<file path="src/rtl/ospi_ctrl_pkg.sv">
// Shared encodings for the OSPI flash command sequencer.
// The optional post-erase read-back check is enabled by OSPI_CTRL_ERASE_VERIFY_EN.
package ospi_ctrl_pkg;

    typedef enum logic [1:0] {
        OP_READ    = 2'd0,
        OP_PROGRAM = 2'd1,
        OP_ERASE   = 2'd2,
        OP_RSVD    = 2'd3
    } op_e;

    typedef enum logic [3:0] {
        ST_IDLE,
        ST_WR,
        ST_ER,
        ST_RD_ISSUE,
        ST_RD_WAIT,
        ST_RD_HOLD,
        ST_DONE
`ifdef OSPI_CTRL_ERASE_VERIFY_EN
        , ST_EV_ISSUE
        , ST_EV_CHECK
`endif
    } state_e;

    localparam logic [7:0] ERASE_VAL = 8'hFF;

endpackage

</file>
<file path="src/rtl/ospi_ctrl_addr_gen.sv">
// Burst address / remaining-count tracker shared by READ, PROGRAM and ERASE bursts.
// Addresses wrap modulo 2^ADDR_W; last is high when the current byte is the final one.
module ospi_ctrl_addr_gen #(
    parameter int ADDR_W = 8,
    parameter int LEN_W  = 8
) (
    input  logic              clk,
    input  logic              reset,
    input  logic              load,
    input  logic [ADDR_W-1:0] load_addr,
    input  logic [LEN_W-1:0]  load_len,
    input  logic              step,
    output logic [ADDR_W-1:0] cur_addr,
    output logic [ADDR_W-1:0] next_addr,
    output logic              last
);

    logic [ADDR_W-1:0] cur_addr_q, cur_addr_d;
    logic [LEN_W-1:0]  remaining_q, remaining_d;

    always_comb begin
        cur_addr_d  = cur_addr_q;
        remaining_d = remaining_q;
        if (load) begin
            cur_addr_d  = load_addr;
            remaining_d = load_len;
        end else if (step) begin
            cur_addr_d  = cur_addr_q + ADDR_W'(1);
            remaining_d = remaining_q - LEN_W'(1);
        end
    end

    always_ff @(posedge clk) begin
        if (reset) begin
            cur_addr_q  <= '0;
            remaining_q <= '0;
        end else begin
            cur_addr_q  <= cur_addr_d;
            remaining_q <= remaining_d;
        end
    end

    assign cur_addr  = cur_addr_q;
    assign next_addr = cur_addr_q + ADDR_W'(1);
    assign last      = (remaining_q == '0);

endmodule

</file>
<file path="src/rtl/ospi_flash_ctrl.sv">
// OSPI flash command sequencer: expands READ/PROGRAM/ERASE bursts into registered flash strobes.
// Define OSPI_CTRL_ERASE_VERIFY_EN to read back and check every erased byte.
module ospi_flash_ctrl
    import ospi_ctrl_pkg::*;
#(
    parameter int ADDR_W = 8,
    parameter int DATA_W = 8,
    parameter int LEN_W  = 8
) (
    input  logic              clk,
    input  logic              reset,
    input  logic              cmd_valid,
    output logic              cmd_ready,
    input  logic [1:0]        cmd_op,
    input  logic [ADDR_W-1:0] cmd_addr,
    input  logic [LEN_W-1:0]  cmd_len,
    input  logic              wdata_valid,
    input  logic [DATA_W-1:0] wdata,
    output logic              wdata_ready,
    output logic              rdata_valid,
    output logic [DATA_W-1:0] rdata,
    input  logic              rdata_ready,
    output logic              done,
    output logic              err,
    output logic              flash_we,
    output logic              flash_re,
    output logic              flash_ee,
    output logic [ADDR_W-1:0] flash_addr,
    output logic [DATA_W-1:0] flash_din,
    input  logic [DATA_W-1:0] flash_dout
);

    state_e            state_q, state_d;
    logic              we_q, we_d, re_q, re_d, ee_q, ee_d;
    logic [ADDR_W-1:0] addr_q, addr_d;
    logic [DATA_W-1:0] din_q, din_d;
    logic [DATA_W-1:0] rdata_q, rdata_d;
    logic              err_q, err_d;
    logic              ag_load, ag_step, ag_last;
    logic [ADDR_W-1:0] ag_addr, ag_next;
`ifdef OSPI_CTRL_ERASE_VERIFY_EN
    logic              ev_pend_q, ev_pend_d;
`endif

    ospi_ctrl_addr_gen #(.ADDR_W(ADDR_W), .LEN_W(LEN_W)) u_addr_gen (
        .clk       (clk),
        .reset     (reset),
        .load      (ag_load),
        .load_addr (cmd_addr),
        .load_len  (cmd_len),
        .step      (ag_step),
        .cur_addr  (ag_addr),
        .next_addr (ag_next),
        .last      (ag_last)
    );

    // Read strobes are launched on the transition into RD_ISSUE so the registered
    // re is high during RD_ISSUE and flash_dout is valid in RD_WAIT.
    always_comb begin
        state_d = state_q;
        ag_load = 1'b0;
        ag_step = 1'b0;
        we_d    = 1'b0;
        re_d    = 1'b0;
        ee_d    = 1'b0;
        addr_d  = addr_q;
        din_d   = din_q;
        rdata_d = rdata_q;
        err_d   = err_q;
`ifdef OSPI_CTRL_ERASE_VERIFY_EN
        // Verify read lands one cycle after EV_CHECK, so the compare is deferred by a flag.
        ev_pend_d = 1'b0;
        if (ev_pend_q && (flash_dout != DATA_W'(ERASE_VAL))) err_d = 1'b1;
`endif
        case (state_q)
            ST_IDLE: begin
                if (cmd_valid) begin
                    ag_load = 1'b1;
                    err_d   = 1'b0;
                    case (op_e'(cmd_op))
                        OP_READ: begin
                            re_d    = 1'b1;
                            addr_d  = cmd_addr;
                            state_d = ST_RD_ISSUE;
                        end
                        OP_PROGRAM: state_d = ST_WR;
                        OP_ERASE:   state_d = ST_ER;
                        default: begin
                            err_d   = 1'b1;
                            state_d = ST_DONE;
                        end
                    endcase
                end
            end
            ST_WR: begin
                if (wdata_valid) begin
                    we_d    = 1'b1;
                    addr_d  = ag_addr;
                    din_d   = wdata;
                    ag_step = 1'b1;
                    if (ag_last) state_d = ST_DONE;
                end
            end
            ST_ER: begin
                ee_d   = 1'b1;
                addr_d = ag_addr;
`ifdef OSPI_CTRL_ERASE_VERIFY_EN
                state_d = ST_EV_ISSUE;
`else
                ag_step = 1'b1;
                if (ag_last) state_d = ST_DONE;
`endif
            end
`ifdef OSPI_CTRL_ERASE_VERIFY_EN
            ST_EV_ISSUE: begin
                re_d    = 1'b1;
                state_d = ST_EV_CHECK;
            end
            ST_EV_CHECK: begin
                ev_pend_d = 1'b1;
                ag_step   = 1'b1;
                state_d   = ag_last ? ST_DONE : ST_ER;
            end
`endif
            ST_RD_ISSUE: state_d = ST_RD_WAIT;
            ST_RD_WAIT: begin
                rdata_d = flash_dout;
                state_d = ST_RD_HOLD;
            end
            ST_RD_HOLD: begin
                if (rdata_ready) begin
                    if (ag_last) begin
                        state_d = ST_DONE;
                    end else begin
                        ag_step = 1'b1;
                        re_d    = 1'b1;
                        addr_d  = ag_next;
                        state_d = ST_RD_ISSUE;
                    end
                end
            end
            ST_DONE: state_d = ST_IDLE;
            default: state_d = ST_IDLE;
        endcase
    end

    always_ff @(posedge clk) begin
        if (reset) begin
            state_q <= ST_IDLE;
            we_q    <= 1'b0;
            re_q    <= 1'b0;
            ee_q    <= 1'b0;
            addr_q  <= '0;
            din_q   <= '0;
            rdata_q <= '0;
            err_q   <= 1'b0;
        end else begin
            state_q <= state_d;
            we_q    <= we_d;
            re_q    <= re_d;
            ee_q    <= ee_d;
            addr_q  <= addr_d;
            din_q   <= din_d;
            rdata_q <= rdata_d;
            err_q   <= err_d;
        end
    end

`ifdef OSPI_CTRL_ERASE_VERIFY_EN
    always_ff @(posedge clk) begin
        if (reset) ev_pend_q <= 1'b0;
        else       ev_pend_q <= ev_pend_d;
    end
`endif

    assign cmd_ready   = (state_q == ST_IDLE);
    assign wdata_ready = (state_q == ST_WR);
    assign rdata_valid = (state_q == ST_RD_HOLD);
    assign rdata       = rdata_q;
    assign done        = (state_q == ST_DONE);
    assign err         = err_q;
    assign flash_we    = we_q;
    assign flash_re    = re_q;
    assign flash_ee    = ee_q;
    assign flash_addr  = addr_q;
    assign flash_din   = din_q;

endmodule
</file>
<file path="config.mk">
export PLATFORM = sky130hd
export DESIGN_NAME = ospi_flash_ctrl
export DESIGN_NICKNAME = d
export VERILOG_FILES = /design/src/rtl/ospi_ctrl_pkg.sv /design/src/rtl/ospi_ctrl_addr_gen.sv /design/src/rtl/ospi_flash_ctrl.sv
export SDC_FILE = /design/constraint.sdc
export NUM_CORES = 1
export LEC_CHECK = 0
export ABC_AREA = 1
export BUFFER_PORTS_ARGS = -buffer_cell sky130_fd_sc_hd__buf_2
export CELL_PAD_IN_SITES_DETAIL_PLACEMENT = 1
export CELL_PAD_IN_SITES_GLOBAL_PLACEMENT = 2
export CORE_MARGIN = 3
export CORE_UTILIZATION = 29
export DETAILED_ROUTE_END_ITERATION = 7
export PLACE_DENSITY_LB_ADDON = 0.1
export SETUP_SLACK_MARGIN = 0.5
export SLEW_MARGIN = 20
export SYNTH_ARGS = -nofsm -noshare
export SYNTH_HDL_FRONTEND = slang
export SYNTH_SLANG_ARGS = --single-unit
export TNS_END_PERCENT = 30
</file>
<file path="constraint.sdc">
create_clock -name clk -period 4.2 [get_ports clk]
set_clock_uncertainty 0.05 [all_clocks]
set_input_delay 0.21 -clock clk [delete_from_list [all_inputs] [get_ports clk]]
set_output_delay 0.21 -clock clk [all_outputs]
set_load 0.1 [all_outputs]
</file>
==> results of run 1 <==
## final cells by class
type | instances | area share [%]
well taps | 108 | 4.311
multi-input cells | 315 | 44.71
repair buffers | 72 | 11.66
flip-flops and latches | 47 | 30.02
inverters | 50 | 5.988
clock buffers | 7 | 3.074
clock inverters | 1 | 0.2395
## power breakdown
part           internal, W  switching (W)  total [W]  leakage, nW
sequential        0.000585      0.0000997   0.000685        0.386
combinational     0.000417        0.00143    0.00185         1.24
clock             0.000150       0.000169   0.000320       0.0505
## sequential cells by signal, summed over array words and instances (netlist names)
| name | cells |
|---|---|
| flash_addr | 8 |
| flash_din | 8 |
| rdata | 8 |
| u_addr_gen.cur_addr | 8 |
| u_addr_gen.remaining_q | 8 |
| state_q | 3 |
| err | 1 |
| flash_ee | 1 |
| flash_re | 1 |
| flash_we | 1 |
## path summary, 6_finish.rpt
kind	depth (start not counted)	from	slack, ps	to
setup / recovery	8	state_q[1]	2080	u_addr_gen.cur_addr[4]
setup reg to reg	8	state_q[1]	2080	u_addr_gen.cur_addr[4]
hold / removal	3	flash_dout[2]	80	rdata[2]
hold reg to reg	2	flash_addr[1]	440	flash_addr[1]
## critical path: stages, from the launching register on
cell and delay [ps]:
dfxtp_1 350, inv_1 130, nand2_1 150, nor2_4 270, nand3_1 380, nand3_2 470, nand2_1 110, nand2_1 80
nor2_1 40
## through the flow
stage                     area (um^2)  total power (W)  worst slack [ps]
after detailed placement         3030         0.002564              2095
after global placement           3030         0.002528              2186
after floorplan                  2619         0.002215              2157
after global routing             3134         0.003129              1836
after CTS                        3134         0.002898              2069
final                            3134         0.002850              2075
## kinds of logic (layout without fill, tap and decap cells)
kind of cell	after synthesis	in the layout	share of synthesized area, %
simple gates	255	255	40.47
flops	47	47	35.93
xor+xnor	3	3	1.004
buf+inv	63	130	10.56
compound gates	54	54	10.61
fa+ha+maj	3	3	1.434
## layout by cell type, fill, tap and decap left out, drive strengths merged
master / instances
xnor2: 1
dfxtp: 47
clkinv: 1
a21oi: 13
o21ai: 38
nand2: 120
nand3b: 2
clkinvlp: 1
clkbuf: 7
ha: 3
inv: 49
buf: 72
o21bai: 3
xor2: 2
nor2: 99
nand4: 8
nand3: 26
## metal layers
metal / vias up / routed length, um
met5: - / 0
met4: 0 / 92
met3: 11 / 333
met2: 50 / 3836
met1: 1285 / 3871
li1: 1452 / -
==> summary.txt, run 1 <==
Clocking
  • Clock-pin slew on the worst setup and hold paths: 100 ps
  • Post-CTS Hold Buffers: 0
  • Num CTS Buffers: 5
  • Worst-Skew Late Latency: about 310 ps
  • Root buf cell: clkbuf_8
  • CTS sink count: between 40 and 50
  • CTS tree: yes
  • # Post-CTS Setup Buffers: 0
  • Resized Gates After CTS: 0
  • H-Tree Depth: 2
  • Bufs on Longest Clock Path: 2

Global route
  • First-pass GRT wire length: around 14 mm
  • Total GRT Usage: ~17%
  • Vias in the first global route: around 2900
  • Met3 usage: approximately 3.3%
  • Largest net degree at the start of global routing: 25
  • GRT met2 Usage: between 20% and 30%
  • Gr ovfl total: 0
  • Antenna violations before repair: 0
  • Met1 Use GR: 21.32%
  • Gr busiest metal: met2

Finish
  • Area grow syn2layout: 19.68%
  • Fillers: 1200
  • Share of cells above drive strength 1: ~18%
  • Fin cells: 600
  • Diodes inserted: 0
  • Final Core Density: 35.77%
  • Reg area: around 940 um^2
  • Footprint of the multi-input gates: ~1400 um^2
  • Nets: ~530

Drt
  • 1st-pass router iterations: 4
  • Via Count: about 2800
  • Total Routed Length: 8.132 mm
  • DRC Markers: 0
  • Starting DRT DRC Count: 52
  • Routed Antenna Nets: 0
  • DR WL/cell: around 14 um
  • Vias per cell: about 4.7

Synth
  • Top-count cell post-synth: nand2_1
  • Syn Area/Cell: slightly above 6 um^2
  • Biggest area consumer among synthesized cells: dfxtp_1
  • Total number of yosys warnings: 0
  • Synth top area cells: dfxtp_1 36%, nand2_1 17%, nor2_1 14%
  • Synth cell types: 24
  • Async SR Flop Fraction: 0%
  • Most frequent cells after synthesis: 119 x nand2_1, 95 x nor2_1, 47 x dfxtp_1, 47 x inv_1, 38 x o21ai_0
  • Most used DFF post-synth: dfxtp_1
  • Syn Inst Count: around 430
  • Cell Area, Synth: 2619 um^2
  • Share of the synthesized area in the top cell type: between 30% and 40%
  • Synth Register Bits: 47
  • EDFF count, synth: 0
  • Nets in the synthesized netlist: 467
  • Register area share after synthesis: between 30% and 40%

STA
  • Min Hold Slack: between 70 and 80 ps
  • Slew Viols, Final: 0
  • Crit share post-route: 50.59%
  • Setup TNS: 0 ps
  • Crit path time final: between 2000 and 2500 ps
  • Worst Max-Slew Pin Slew: between 600 and 700 ps
  • RSZ-0062 raised after global routing: false
  • Final hold vios: 0
  • Slew headroom: approximately 53%
  • Fmax: approximately 0.47 GHz
  • Final setup fails: 0

Floorplanning
  • Die Ht: 101.0 um
  • Die boundary width: between 100 and 150 um
  • Row cnt: 34
  • Initial Util: 29.88%
  • Full die area: around 10000 um^2
  • Core area: 8763 um^2
  • IO Count: 71

Outcome
  • Outcome: completed

Setup path
  • CP required: ~4400 ps
  • Critical Path Fanout Max: 20
  • CP Class: reg -> reg
  • Crit end category: register
  • Crit path arrival time: 2280 ps
  • Worst setup SP type: register

Power and ir drop
  • Leak Pwr: approximately 1.7 nW
  • Cell Pwr Density: ~900 nW/um^2
  • Peak VDD IR: 0.3357 mV

Hold path
  • Worst hold path type: in -> reg

Placed design
  • Hpwl dp: approximately 6.2 mm
  • Inst Count DP: ~590
  • Gp weighted congestion: approximately 0.79
  • Port Buf Inserts: 70

Job
  • Max cap viols: 0
(Power assumes the default switching activity.)
==> run 2, diff against run 1 <==
- CORE_UTILIZATION: 29 -> 24
- clock period: 4.2 -> 1.88 ns (I/O delays scaled with it)
==> summary.txt, run 2 (synthesized netlist as in run 1, its figures left out) <==
Clocking
  • Num CTS Buffers: 5
  • Worst-Skew Late Latency: approximately 300 ps
  • Clock-pin slew on the worst setup and hold paths: about 100 ps
  • CTS sink count: 47
  • H-Tree Depth: 2
  • Bufs on Longest Clock Path: 2
  • CTS tree: yes
  • Root buf cell: clkbuf_8

Power and ir drop
  • Switching pwr: roughly 0.0043 W
  • Peak VDD IR: 0.9186 mV
  • Leak Pwr: about 2 nW
  • Switching Share: 55.84%
  • Final Power: between 0.007 and 0.008 W
  • Logic pwr share: between 60% and 70%
  • Internal power: 0.003366 W
  • Flop pwr share: about a fifth
  • Cell Pwr Density: between 1500 and 2000 nW/um^2
  • Clk network pwr share: roughly a tenth

STA
  • Crit path time final: ~1500 ps
  • Crit share post-route: about four fifths
  • Fmax: 0.6612 GHz
  • Slew Viols, Final: 0
  • Worst Max-Slew Pin Slew: between 400 and 500 ps
  • Final setup fails: 0
  • RSZ-0062 raised after global routing: true
  • Setup TNS: 0 ps
  • Slew headroom: around two thirds
  • Final hold vios: 0

Drt
  • DR WL/cell: between 10 and 15 um
  • Via Count: around 3000
  • DRC Markers: 0
  • Vias per cell: between 4 and 5
  • Routed Antenna Nets: 0
  • Total Routed Length: 9.192 mm
  • Starting DRT DRC Count: 96
  • 1st-pass router iterations: 4

Setup path
  • Crit end category: register
  • CP Class: reg -> reg
  • CP required: 2040 ps
  • Critical Path Fanout Max: 7
  • Crit path arrival time: about 1700 ps
  • Worst setup SP type: register

Finish
  • Diodes inserted: 0
  • Footprint of the multi-input gates: 1570 um^2
  • Commonest non-fill, non-tap cell in the layout: nand2_1
  • Reg area: 955.9 um^2
  • Nets: ~580
  • Share of cells above drive strength 1: slightly below 30%
  • Fin cells: around 680
  • Fillers: roughly 1400
  • Most frequent cells in the layout: 110 x nand2_1, 87 x nor2_1, 66 x buf_2
  • Post-route cell area: ~3800 um^2
  • Area grow syn2layout: 46.82%

Job
  • Max cap viols: 0

Global route
  • Vias in the first global route: 3110
  • Antenna violations before repair: 0
  • Largest net degree at the start of global routing: 17
  • Total GRT Usage: 15.24%
  • First-pass GRT wire length: 15.53 mm
  • Gr ovfl total: 0

Placed design
  • Gp weighted congestion: 0.7789
  • Inst Count DP: 630
  • Hpwl dp: 6.576 mm
  • Port Buf Inserts: 70
  • DP Area: about 3200 um^2

Floorplanning
  • IO Count: between 70 and 80
  • Full die area: approximately 12000 um^2
  • Die Ht: about 110 um
  • Row cnt: 37
  • Die boundary width: around 110 um
  • Core area: 10460 um^2
  • Initial Util: around 25%

Hold path
  • Worst hold path type: in -> reg

Outcome
  • Outcome: completed
-- run 2: cell count changes in the layout (fill, tap and decap cells not counted), sizes merged --
| cell | before | now |
|---|---|---|
| buf | 72 | 105 |
| clkinvlp | 1 | 4 |
| inv | 49 | 47 |
| nand2 | 120 | 121 |
| dlygate4sd3 | 0 | 16 |
| clkinv | 1 | 0 |
-- run 2: cell type report --
| class | instances | share of cell area (%) |
|---|---|---|
| Clock inverter | 1 | 0.1952 |
| Inverter | 50 | 5.434 |
| Clock buffer | 7 | 2.506 |
| Timing Repair Buffer | 121 | 21.74 |
| Multi-Input combinational cell | 316 | 40.84 |
| Sequential cell | 47 | 24.86 |
| Tap cell | 136 | 4.426 |
-- run 2: final timing paths --
check	start	endpoint	slack (ps)	depth (start not counted)
worst max register to register	state_q[2]	flash_addr[2]	370	10
worst min-delay path	cmd_op[1]	err	40	3
worst min register to register	flash_addr[1]	flash_addr[1]	440	2
worst max-delay path	state_q[2]	flash_addr[2]	370	10
-- run 2: power by group through the flow --
stage          registers, W  clock network (W)  logic [W]
6_report            0.00161           0.000715    0.00530
5_1_grt             0.00166           0.000787    0.00585
4_1_cts             0.00160           0.000742    0.00512
3_5_place_dp        0.00158                  0    0.00449
3_3_place_gp        0.00157                  0    0.00446
2_1_floorplan       0.00263                  0    0.00243
-- run 2: per-layer routing --
| metal | vias up | global-route usage (%) | routed length, um |
|---|---|---|---|
| met4 | 0 | 3.120 | 91 |
| met2 | 53 | 25.49 | 4207 |
| met1 | 1392 | 20.49 | 4545 |
| li1 | 1554 | - | - |
| met5 | - | 0 | 0 |
| met3 | 7 | 2.849 | 348 |
-- run 2: repair_timing --
action / 4_1_cts / 5_1_grt
pin swaps: 12 / 10
hold endpoints to repair: 16 / 0
gates resized for setup: 41 / 18
setup buffers: 14 / 8
setup endpoints to repair: 42 / 48
cloned: 2 / 0
hold buffers: 16 / 0
-- run 2: worst max-delay path, stage by stage, from the launching register on --
cell	delay (ps)
dfxtp_4	410
inv_8	60
nand3_4	110
clkinvlp_4	110
nand2_4	80
nand3_4	100
nor2_4	210
buf_6	160
nand2_2	50
nand2_1	50
nor2_1	40
-- run 2: through the flow --
stage | hold WS, ps | util [%] | setup WS (ps)
finish | 35.93 | 36.75 | 367.7
global route | 45.95 | 36.75 | 272.6
CTS | 32.69 | 35.69 | 353.2
detailed placement | 273.4 | 30.57 | 146.3
global placement | 265.3 | 30.57 | 173.4
floorplan | 178.9 | - | 35.28
==> run 3, diff against run 2 <==
- CORE_UTILIZATION: 24 -> 27
- clock period: 1.88 -> 1.5 ns (I/O delays scaled with it)
==> summary.txt, run 3 (synthesized netlist as in run 1, its figures left out) <==
Setup path
  • Worst Setup EP: rdata_valid
  • FF-to-FF End: state_q[0]
  • R2R cell count: 9
  • Slowest CP cell: dfxtp_4
  • CP required: 1370 ps
  • Critical Path Fanout Max: 5
  • Crit end category: output pin
  • Flop2flop setup slack: 40 ps
  • Worst R2R Start: state_q[2]
  • Worst setup path startpoint: state_q[1]
  • CP max stage delay: 390 ps
  • Crit path arrival time: around 1400 ps
  • Worst setup SP type: register
  • Crit-path cells: inv_6, nand2_4, nor2_4, buf_6, buf_12
  • CP Class: reg -> out

Clocking
  • CTS tree: yes
  • H-Tree Depth: 2
  • Worst-Skew Late Latency: about 310 ps
  • Root buf cell: clkbuf_8
  • CTS sink count: 47
  • Bufs on Longest Clock Path: 2
  • Clock-pin slew on the worst setup and hold paths: approximately 90 ps
  • Num CTS Buffers: 5

Floorplanning
  • Die Ht: between 100 and 150 um
  • Die boundary width: 104.5 um
  • Initial Util: between 20% and 30%
  • Core area: between 9000 and 10000 um^2
  • Row cnt: 35
  • IO Count: about 70
  • Full die area: ~11000 um^2

Power and ir drop
  • Internal power: 0.005243 W
  • Clk network pwr share: 7.2%
  • Switching pwr: approximately 0.0057 W
  • Peak VDD IR: around 1.1 mV
  • Flop pwr share: around 19%
  • Final Power: 0.01098 W
  • Switching Share: a little over half
  • Cell Pwr Density: approximately 2400 nW/um^2
  • Logic pwr share: between 70% and 80%
  • Leak Pwr: about 2.2 nW

Drt
  • Routed Antenna Nets: 0
  • 1st-pass router iterations: 4
  • DR WL/cell: 13.77 um
  • Total Routed Length: 9.488 mm
  • Via Count: around 3100
  • Vias per cell: roughly 4.5
  • DRC Markers: 0
  • Starting DRT DRC Count: 80

Global route
  • Gr ovfl total: 0
  • Total GRT Usage: 17.47%
  • First-pass GRT wire length: about 16 mm
  • Vias in the first global route: ~3300
  • Antenna violations before repair: 0
  • Largest net degree at the start of global routing: 30

STA
  • Slew Viols, Final: 0
  • Final hold vios: 0
  • Slew headroom: about two thirds
  • RSZ-0062 raised after global routing: true
  • Worst Max-Slew Pin Slew: around 480 ps
  • Crit share post-route: a little over nine tenths
  • Fmax: 0.6775 GHz
  • Crit path time final: about 1500 ps
  • Fin worst setup slack: ~24 ps
  • Setup TNS: 0 ps
  • Final setup fails: 0

Finish
  • Reg area: approximately 980 um^2
  • Fillers: around 1200
  • Diodes inserted: 0
  • Footprint of the multi-input gates: roughly 1700 um^2
  • Commonest non-fill, non-tap cell in the layout: nand2_1
  • Share of cells above drive strength 1: ~40%
  • Area grow syn2layout: 74.68%
  • Fin cells: approximately 690
  • Nets: 602
  • Most frequent cells in the layout: 104 x nand2_1, 79 x nor2_1, 40 x buf_2

Placed design
  • Hpwl dp: roughly 6.7 mm
  • Pre-CTS setup slack: -106.7 ps
  • Gp weighted congestion: 0.7840
  • Inst Count DP: approximately 650
  • Port Buf Inserts: 70

Job
  • Max cap viols: 0

Outcome
  • Outcome: completed

Hold path
  • Worst hold path type: in -> reg
run 3: cell types whose count changed in the layout (fill, tap and decap cells not counted), moves of 8 or more:
cell	change
buf_12	+29
buf_2	-26
dfxtp_1	-20
dfxtp_2	+19
buf_6	+8
nor2_1	-8
run 3: layer usage:
metal / global-route usage [%] / share of wire [%]
met1: 21.69 / 45
met2: 31.23 / 50
met3: 3.166 / 4.3
met4: 3.894 / 0.79
met5: 0 / 0
run 3: power by group through the flow:
stage / Combinational (W) / Clock, W / Sequential, W
2_1_floorplan: 0.00306 / 0 / 0.00331
3_3_place_gp: 0.00640 / 0 / 0.00194
3_5_place_dp: 0.00650 / 0 / 0.00195
4_1_cts: 0.00717 / 0.000831 / 0.00197
5_1_grt: 0.00876 / 0.000869 / 0.00220
6_report: 0.00806 / 0.000790 / 0.00213
run 3: area by class of cell:
class | count | share of cell area (%)
Clock buffer | 6 | 1.586
Clock inverter | 1 | 0.1641
Inverter | 50 | 4.568
Multi-Input combinational cell | 316 | 36.82
Sequential cell | 47 | 21.50
Tap cell | 129 | 3.528
Timing Repair Buffer | 140 | 31.84
run 3: through the flow:
stage | area, um^2 | hold slack [ps] | util [%]
after floorplan | 2676 | 159.9 | -
after global placement | 3530 | 246.5 | 37.84
after detailed placement | 3530 | 254.0 | 37.84
after CTS | 4008 | 7.514 | 42.96
after global routing | 4574 | 34.05 | 49.04
final | 4574 | 14.27 | 49.04
run 3: how the worst min path moves through the flow:
stage,startpoint,endpoint,depth (start not counted)
global placement,flash_dout[0],rdata[0],3
floorplan,wdata[0],flash_din[0],2
finish,cmd_op[1],err,3
detailed placement,flash_dout[7],rdata[7],3
CTS,cmd_op[1],err,3
global route,cmd_op[1],err,3
run 3: repair_timing:
item | CTS | global route
buffers inserted | 7 | 3
cloned | 2 | 0
hold buffers | 16 | 0
setup endpoints to repair | 78 | 79
endpoints found under the hold margin | 16 | 0
pin swaps | 12 | 20
resized for setup | 44 | 197
run 3: worst max-delay path, delay by kind of cell, from the launching register on:
kind	cells	cell delay, ps
DFF	1	390
buffers and inverters	3	390
and+or+nand+nor	2	260
